<file path="config.mk">
export PLATFORM = sky130hd
export DESIGN_NAME = sseg_scan_ctrl
export DESIGN_NICKNAME = d
export VERILOG_FILES = /design/src/rtl/sseg_pkg.sv /design/src/rtl/sseg_prescaler.sv /design/src/rtl/sseg_scan_ctrl.sv
export SDC_FILE = /design/constraint.sdc
export NUM_CORES = 1
export LEC_CHECK = 0
export CORE_UTILIZATION = 30
export DETAILED_ROUTE_END_ITERATION = 8
export GPL_ROUTABILITY_DRIVEN = 0
export PLACE_DENSITY = 0.53
export SETUP_SLACK_MARGIN = 0.2
export SYNTH_ARGS = -nofsm -noshare
export SYNTH_HDL_FRONTEND = slang
export SYNTH_SLANG_ARGS = --single-unit
export TNS_END_PERCENT = 20
</file>
<file path="constraint.sdc">
create_clock -name clk -period 2.2 [get_ports clk]
set_input_delay 0.44 -clock clk [delete_from_list [all_inputs] [get_ports clk]]
set_output_delay 0.44 -clock clk [all_outputs]
set_load 0.05 [all_outputs]
</file>
<file path="src/rtl/sseg_pkg.sv">
// Shared types, constants and segment table for the seven-segment scan controller.
package sseg_pkg;

   typedef enum logic [0:0] {BLANK, DRIVE} scan_state_t;

   localparam logic [7:0] SEG_OFF = 8'hFF;

   // Active-high segments, bit order {g,f,e,d,c,b,a}.
   function automatic logic [6:0] hex_to_seg(input logic [3:0] nib);
      logic [6:0] seg;
      case (nib)
         4'h0:    seg = 7'b0111111;
         4'h1:    seg = 7'b0000110;
         4'h2:    seg = 7'b1011011;
         4'h3:    seg = 7'b1001111;
         4'h4:    seg = 7'b1100110;
         4'h5:    seg = 7'b1101101;
         4'h6:    seg = 7'b1111101;
         4'h7:    seg = 7'b0000111;
         4'h8:    seg = 7'b1111111;
         4'h9:    seg = 7'b1101111;
         4'hA:    seg = 7'b1110111;
         4'hB:    seg = 7'b1111100;
         4'hC:    seg = 7'b0111001;
         4'hD:    seg = 7'b1011110;
         4'hE:    seg = 7'b1111001;
         4'hF:    seg = 7'b1110001;
         default: seg = 7'b0000000;
      endcase
      return seg;
   endfunction

endpackage

</file>
<file path="src/rtl/sseg_prescaler.sv">
// Digit-slot prescaler: counts 0..REFRESH_DIV-1, flags the last slot cycle
// (slot_end) and the last blanking-guard cycle (guard_done).
module sseg_prescaler #(
   parameter int unsigned REFRESH_DIV  = 50000,
   parameter int unsigned BLANK_CYCLES = 16
) (
   input  logic clk,
   input  logic reset,
   output logic slot_end,
   output logic guard_done
);

   localparam int unsigned CW = $clog2(REFRESH_DIV);

   logic [CW-1:0] cnt_q, cnt_d;

   assign slot_end   = (cnt_q == CW'(REFRESH_DIV - 1));
   assign guard_done = (cnt_q == CW'(BLANK_CYCLES - 1));

   always_comb begin
      cnt_d = slot_end ? '0 : cnt_q + CW'(1);
   end

   always_ff @(posedge clk) begin
      if (reset) begin
         cnt_q <= '0;
      end else begin
         cnt_q <= cnt_d;
      end
   end

endmodule

</file>
<file path="src/rtl/sseg_scan_ctrl.sv">
// Time-multiplexed scan controller for an N-digit common-anode 7-segment display.
// Define SSEG_LEADING_ZERO_BLANK_EN to blank leading zero digits.
module sseg_scan_ctrl
   import sseg_pkg::*;
#(
   parameter int unsigned N_DIGITS     = 4,
   parameter int unsigned REFRESH_DIV  = 50000,
   parameter int unsigned BLANK_CYCLES = 16
) (
   input  logic                    clk,
   input  logic                    reset,
   input  logic                    load,
   input  logic [4*N_DIGITS-1:0]   hex_in,
   input  logic [N_DIGITS-1:0]     dp_in,
   input  logic [N_DIGITS-1:0]     en_in,
   output logic                    pending_o,
   output logic                    frame_tick_o,
   output logic [N_DIGITS-1:0]     an_o,
   output logic [7:0]              sseg_o
);

   localparam int unsigned IW = $clog2(N_DIGITS);
   localparam logic [IW-1:0] LAST_IDX = IW'(N_DIGITS - 1);

   logic        slot_end;
   logic        guard_done;
   logic        commit;

   scan_state_t   state_q, state_d;
   logic [IW-1:0] idx_q, idx_d;

   logic [N_DIGITS-1:0][3:0] act_hex_q, pend_hex_q;
   logic [N_DIGITS-1:0]      act_dp_q, act_en_q, pend_dp_q, pend_en_q;
   logic                     pend_q;

   logic [N_DIGITS-1:0] an_q, an_d;
   logic [7:0]          sseg_q, sseg_d;
   logic                show;

   sseg_prescaler #(
      .REFRESH_DIV  (REFRESH_DIV),
      .BLANK_CYCLES (BLANK_CYCLES)
   ) u_prescaler (
      .clk        (clk),
      .reset      (reset),
      .slot_end   (slot_end),
      .guard_done (guard_done)
   );

   // Commit point: last slot of the frame, as the index wraps to digit 0.
   assign commit = !reset && (state_q == DRIVE) && slot_end && (idx_q == LAST_IDX);

   always_comb begin
      state_d = state_q;
      idx_d   = idx_q;
      unique case (state_q)
         BLANK: begin
            if (guard_done) state_d = DRIVE;
         end
         DRIVE: begin
            if (slot_end) begin
               state_d = BLANK;
               idx_d   = (idx_q == LAST_IDX) ? '0 : idx_q + IW'(1);
            end
         end
         default: state_d = BLANK;
      endcase
   end

`ifdef SSEG_LEADING_ZERO_BLANK_EN
   logic [N_DIGITS-1:0] lz_blank;
   logic                lz_above;

   // lz_above: every digit above the current one is zero or disabled.
   always_comb begin
      lz_blank = '0;
      lz_above = 1'b1;
      for (int i = N_DIGITS - 1; i > 0; i--) begin
         lz_blank[i] = lz_above && (act_hex_q[i] == 4'h0);
         lz_above    = lz_above && ((act_hex_q[i] == 4'h0) || !act_en_q[i]);
      end
   end
`endif

   always_comb begin
      an_d   = '1;
      sseg_d = SEG_OFF;
      show   = 1'b0;
      if (state_q == DRIVE) begin
         show   = act_en_q[idx_q];
         sseg_d = ~{act_dp_q[idx_q], hex_to_seg(act_hex_q[idx_q])};
`ifdef SSEG_LEADING_ZERO_BLANK_EN
         if (lz_blank[idx_q]) begin
            show = act_en_q[idx_q] & act_dp_q[idx_q];
            if (act_dp_q[idx_q]) sseg_d = 8'h7F;
         end
`endif
         if (show) an_d[idx_q] = 1'b0;
      end
   end

   always_ff @(posedge clk) begin
      if (reset) begin
         state_q    <= BLANK;
         idx_q      <= '0;
         act_hex_q  <= '0;
         act_dp_q   <= '0;
         act_en_q   <= '0;
         pend_hex_q <= '0;
         pend_dp_q  <= '0;
         pend_en_q  <= '0;
         pend_q     <= 1'b0;
         an_q       <= '1;
         sseg_q     <= SEG_OFF;
      end else begin
         state_q <= state_d;
         idx_q   <= idx_d;
         an_q    <= an_d;
         sseg_q  <= sseg_d;
         if (commit && load) begin
            act_hex_q <= hex_in;
            act_dp_q  <= dp_in;
            act_en_q  <= en_in;
            pend_q    <= 1'b0;
         end else if (commit && pend_q) begin
            act_hex_q <= pend_hex_q;
            act_dp_q  <= pend_dp_q;
            act_en_q  <= pend_en_q;
            pend_q    <= 1'b0;
         end else if (load) begin
            pend_hex_q <= hex_in;
            pend_dp_q  <= dp_in;
            pend_en_q  <= en_in;
            pend_q     <= 1'b1;
         end
      end
   end

   assign pending_o    = pend_q;
   assign frame_tick_o = commit;
   assign an_o         = an_q;
   assign sseg_o       = sseg_q;

endmodule

</file>
==> flow_summary.yaml <==
yosys:
  syn_nets: 399
  synth.most_common_cell: "dfxtp_1"
  synth_edf_count: 0
  synth_common_cells: "dfxtp_1, nand2b_1, a22oi_1, mux2i_1, o2bb2ai_1"
  syn_area_per_cell_sq_um: 10.2
  syn_area_sq_um: 3690
  yosys_most_used_dff: "dfxtp_1"
  yosysTopAreaCell: "dfxtp_1"
  ys_top_cells_by_area: "dfxtp_1, nand2b_1, mux2i_1, o2bb2ai_1, a22oi_1"
  ys_types: 46
  synth_top_area_share_pct: 43.4
  syn_inst: 361
  ys_ff_latch: 80
  synth-async-reset-ratio_pct: 0
  synth-seq-area-share_pct: 43.4
  ys_warn_count: 0
cts:
  postCtsHoldBufs: 0
  cts.path.max_buffers: 2
  worstSkewPairLatency_ns: 0.33
  cts_max_level: 3
  clock-sinks: 80
  clk_pin_slew_ns: 0.06
  cts-root-buf: "clkbuf_16"
  cts_tree: "built"
  cts_inserted_buffers: 9
pwr:
  p_sw_w: 0.000737
  seqPwrFrac_pct: 45.0
  comb_power_share_pct: 6.8
  clkPwrFrac_pct: 48.2
  leakagePower_nw: 1.78
  internal-power_w: 0.00260
  swShare_pct: 22.1
  powerDensity_nw_per_um2: 696
  vdd_ir_drop_max_v: 0.000303
detailed_routing:
  wirelength_mm: 8.44
  firstDrtPassIters: 4
  wl_per_cell_microns: 14.9
  via_count: 2782
  drc: 0
  drtIter0Drc: 136
  via_per_inst: 4.90
  postRouteAntennaNets: 0
grt:
  grt.met3_usage_pct: 3.54
  use_met2_pct: 22.8
  grt_max_degree: 29
  overflow: 0
  antenna_found_initial: 0
  track_usage_pct: 14.3
  top_usage_layer: "met2"
  grt_pass1_vias: 2801
  gr-usage-met1_pct: 18.6
  grt_pass1_wl_mm: 14.1
hold_path:
  worstHoldPathType: "reg -> reg"
  worst_hold_path.endpoint: "u_prescaler.cnt_q[0]"
  hp-start: "u_prescaler.cnt_q[0]"
  hold_depth: 1
sta:
  slew_headroom_pct: 17.8
  slew_violations: 0
  finalCritPeriodShare_pct: 97.1
  finalSetupViolations: 0
  hold_viol_final: 0
  skew_ns: 0.00599
  grt_setup_unrepaired: "yes"
  fin_ws_ns: 0.0639
  hold_slack_ns: 0.441
  worst_pin_slew_ns: 1.23
  fmaxAchievable_mhz: 468
  fin_crit_ns: 2.14
critical_path:
  crit_chain: "clkdlybuf4s50_1 > or2_2 > a41oi_2 > o2bb2ai_1"
  r2r_slack_ns: 0.13
  critical_path_class: "in -> reg"
  worst-path-buf-inv: 1
  critical_path.startpoint_type: "primary input"
  path_delay_family: "compound AO/OA/AOI/OAI gates"
  slowest_delay_ns: 1.00
  worst_ep_arrival_time_ns: 2.39
  endpoint_kind: "flop"
  r2r_start: "u_prescaler.cnt_q[1]"
  reg2reg_depth: 5
  crit_path_max_fanout: 24
  worstPathRequired_ns: 2.46
  slowest_stage: "a41oi_2"
  r2r_end: "act_hex_q[3]"
placement:
  dp_hpwl_mm: 5.73
  dpl_cell_area_sq_um: 4330
  port-buffer-count: 40
  dp_slack_ns: -0.248
final_layout:
  syn2layout_area_growth_pct: 29.7
  num_antenna_cells: 0
  design_area_sq_um: 4790
  final_core_util_pct: 39.9
  drive_gt1_share_pct: 17.6
  nNetsFinal: 454
floorplan:
  rows: 40
  core_area_sq_um: 12000
  die_x_microns: 113
  die_h_microns: 113
  die_area_sq_um: 12800
  ioPinCount: 41
  initial_core_util_pct: 30.7
status:
  status: "finished clean"
run:
  drv_cap: 0
-- worst max-delay path by stage --
stage                          startpoint             to  depth (start not counted)
floorplan                        idx_q[1]      sseg_o[3]                          6
global placement                     load   act_hex_q[1]                          4
detailed placement                   load  act_hex_q[14]                          4
CTS                 u_prescaler.cnt_q[12]   frame_tick_o                          6
global route                         load   act_hex_q[3]                          4
finish                               load   act_hex_q[3]                          4
-- metal layers --
layer / vias up / part of all wire [%] / wire, microns
met2: 49 / 45 / 3790
met1: 1307 / 50 / 4200
met5: - / 0 / 0
met3: 10 / 3.7 / 314
li1: 1416 / - / -
met4: 0 / 1.6 / 133
-- placed cells by master, fill, tap and decap left out, drive strengths merged, types with 5 or more instances in the layout --
cell type / netlist / final
a21oi: 8 / 8
ha: 11 / 11
mux4: 6 / 6
and4: 5 / 5
buf: 13 / 32
a22oi: 24 / 24
mux2i: 24 / 24
clkdlybuf4s50: 0 / 39
nand2: 13 / 13
dfxtp: 80 / 80
nand2b: 49 / 49
o2bb2ai: 24 / 24
xor2: 9 / 9
clkbuf: 14 / 9
nor2: 15 / 15
nand4: 6 / 6
inv: 10 / 11
nand3: 8 / 8
-- sequential cells by signal, summed over array words and instances, names as in the netlist, 4 cells and up --
register,flops
an_o,4
act_en_q,4
act_dp_q,4
u_prescaler.cnt_q,16
pend_dp_q,4
pend_hex_q,16
act_hex_q,16
sseg_o,8
pend_en_q,4
-- power by group through the flow --
| stage | Sequential, W | Clock [W] | Combinational, W |
|---|---|---|---|
| floorplan | 0.00153 | 0 | 0.000126 |
| global placement | 0.00153 | 0 | 0.000222 |
| detailed placement | 0.00153 | 0 | 0.000227 |
| CTS | 0.00150 | 0.00166 | 0.000230 |
| global route | 0.00150 | 0.00171 | 0.000249 |
| finish | 0.00150 | 0.00161 | 0.000227 |
-- layout make-up --
class | count | area (sq um)
fillers | 1208 | 7220
multi-input cells | 244 | 1960
flip-flops and latches | 80 | 1620
repair buffers | 71 | 672
clock buffers | 9 | 225
well taps | 147 | 184
clock inverters | 7 | 95.1
inverters | 10 | 40.0
-- kinds of logic (layout without fill, tap and decap cells) --
| group | count (synthesis) | count (layout) | share of synthesized area [%] |
|---|---|---|---|
| XOR/XNOR | 11 | 11 | 2.61 |
| multiplexers | 32 | 32 | 11.2 |
| AO/OA/AOI/OAI | 72 | 72 | 15.5 |
| flip-flops | 80 | 80 | 43.4 |
| buffers and inverters | 37 | 97 | 4.71 |
| adder cells (fa/ha/maj) | 11 | 11 | 3.73 |
| AND/OR/NAND/NOR | 118 | 118 | 18.9 |
-- through the flow --
step,setup TNS [ns],instances,total power (W)
floorplan,0,361,0.00166
global placement,-4.07,541,0.00175
detailed placement,-5.26,541,0.00176
CTS,0,563,0.00339
global route,0,568,0.00347
finish,0,568,0.00333
-- repair_timing --
item                       4_1_cts  5_1_grt
setup endpoints to repair       30       33
buffers inserted                 6        5
pin swaps                        3        3
gates resized for setup         13        8
(Power assumes the default switching activity.)
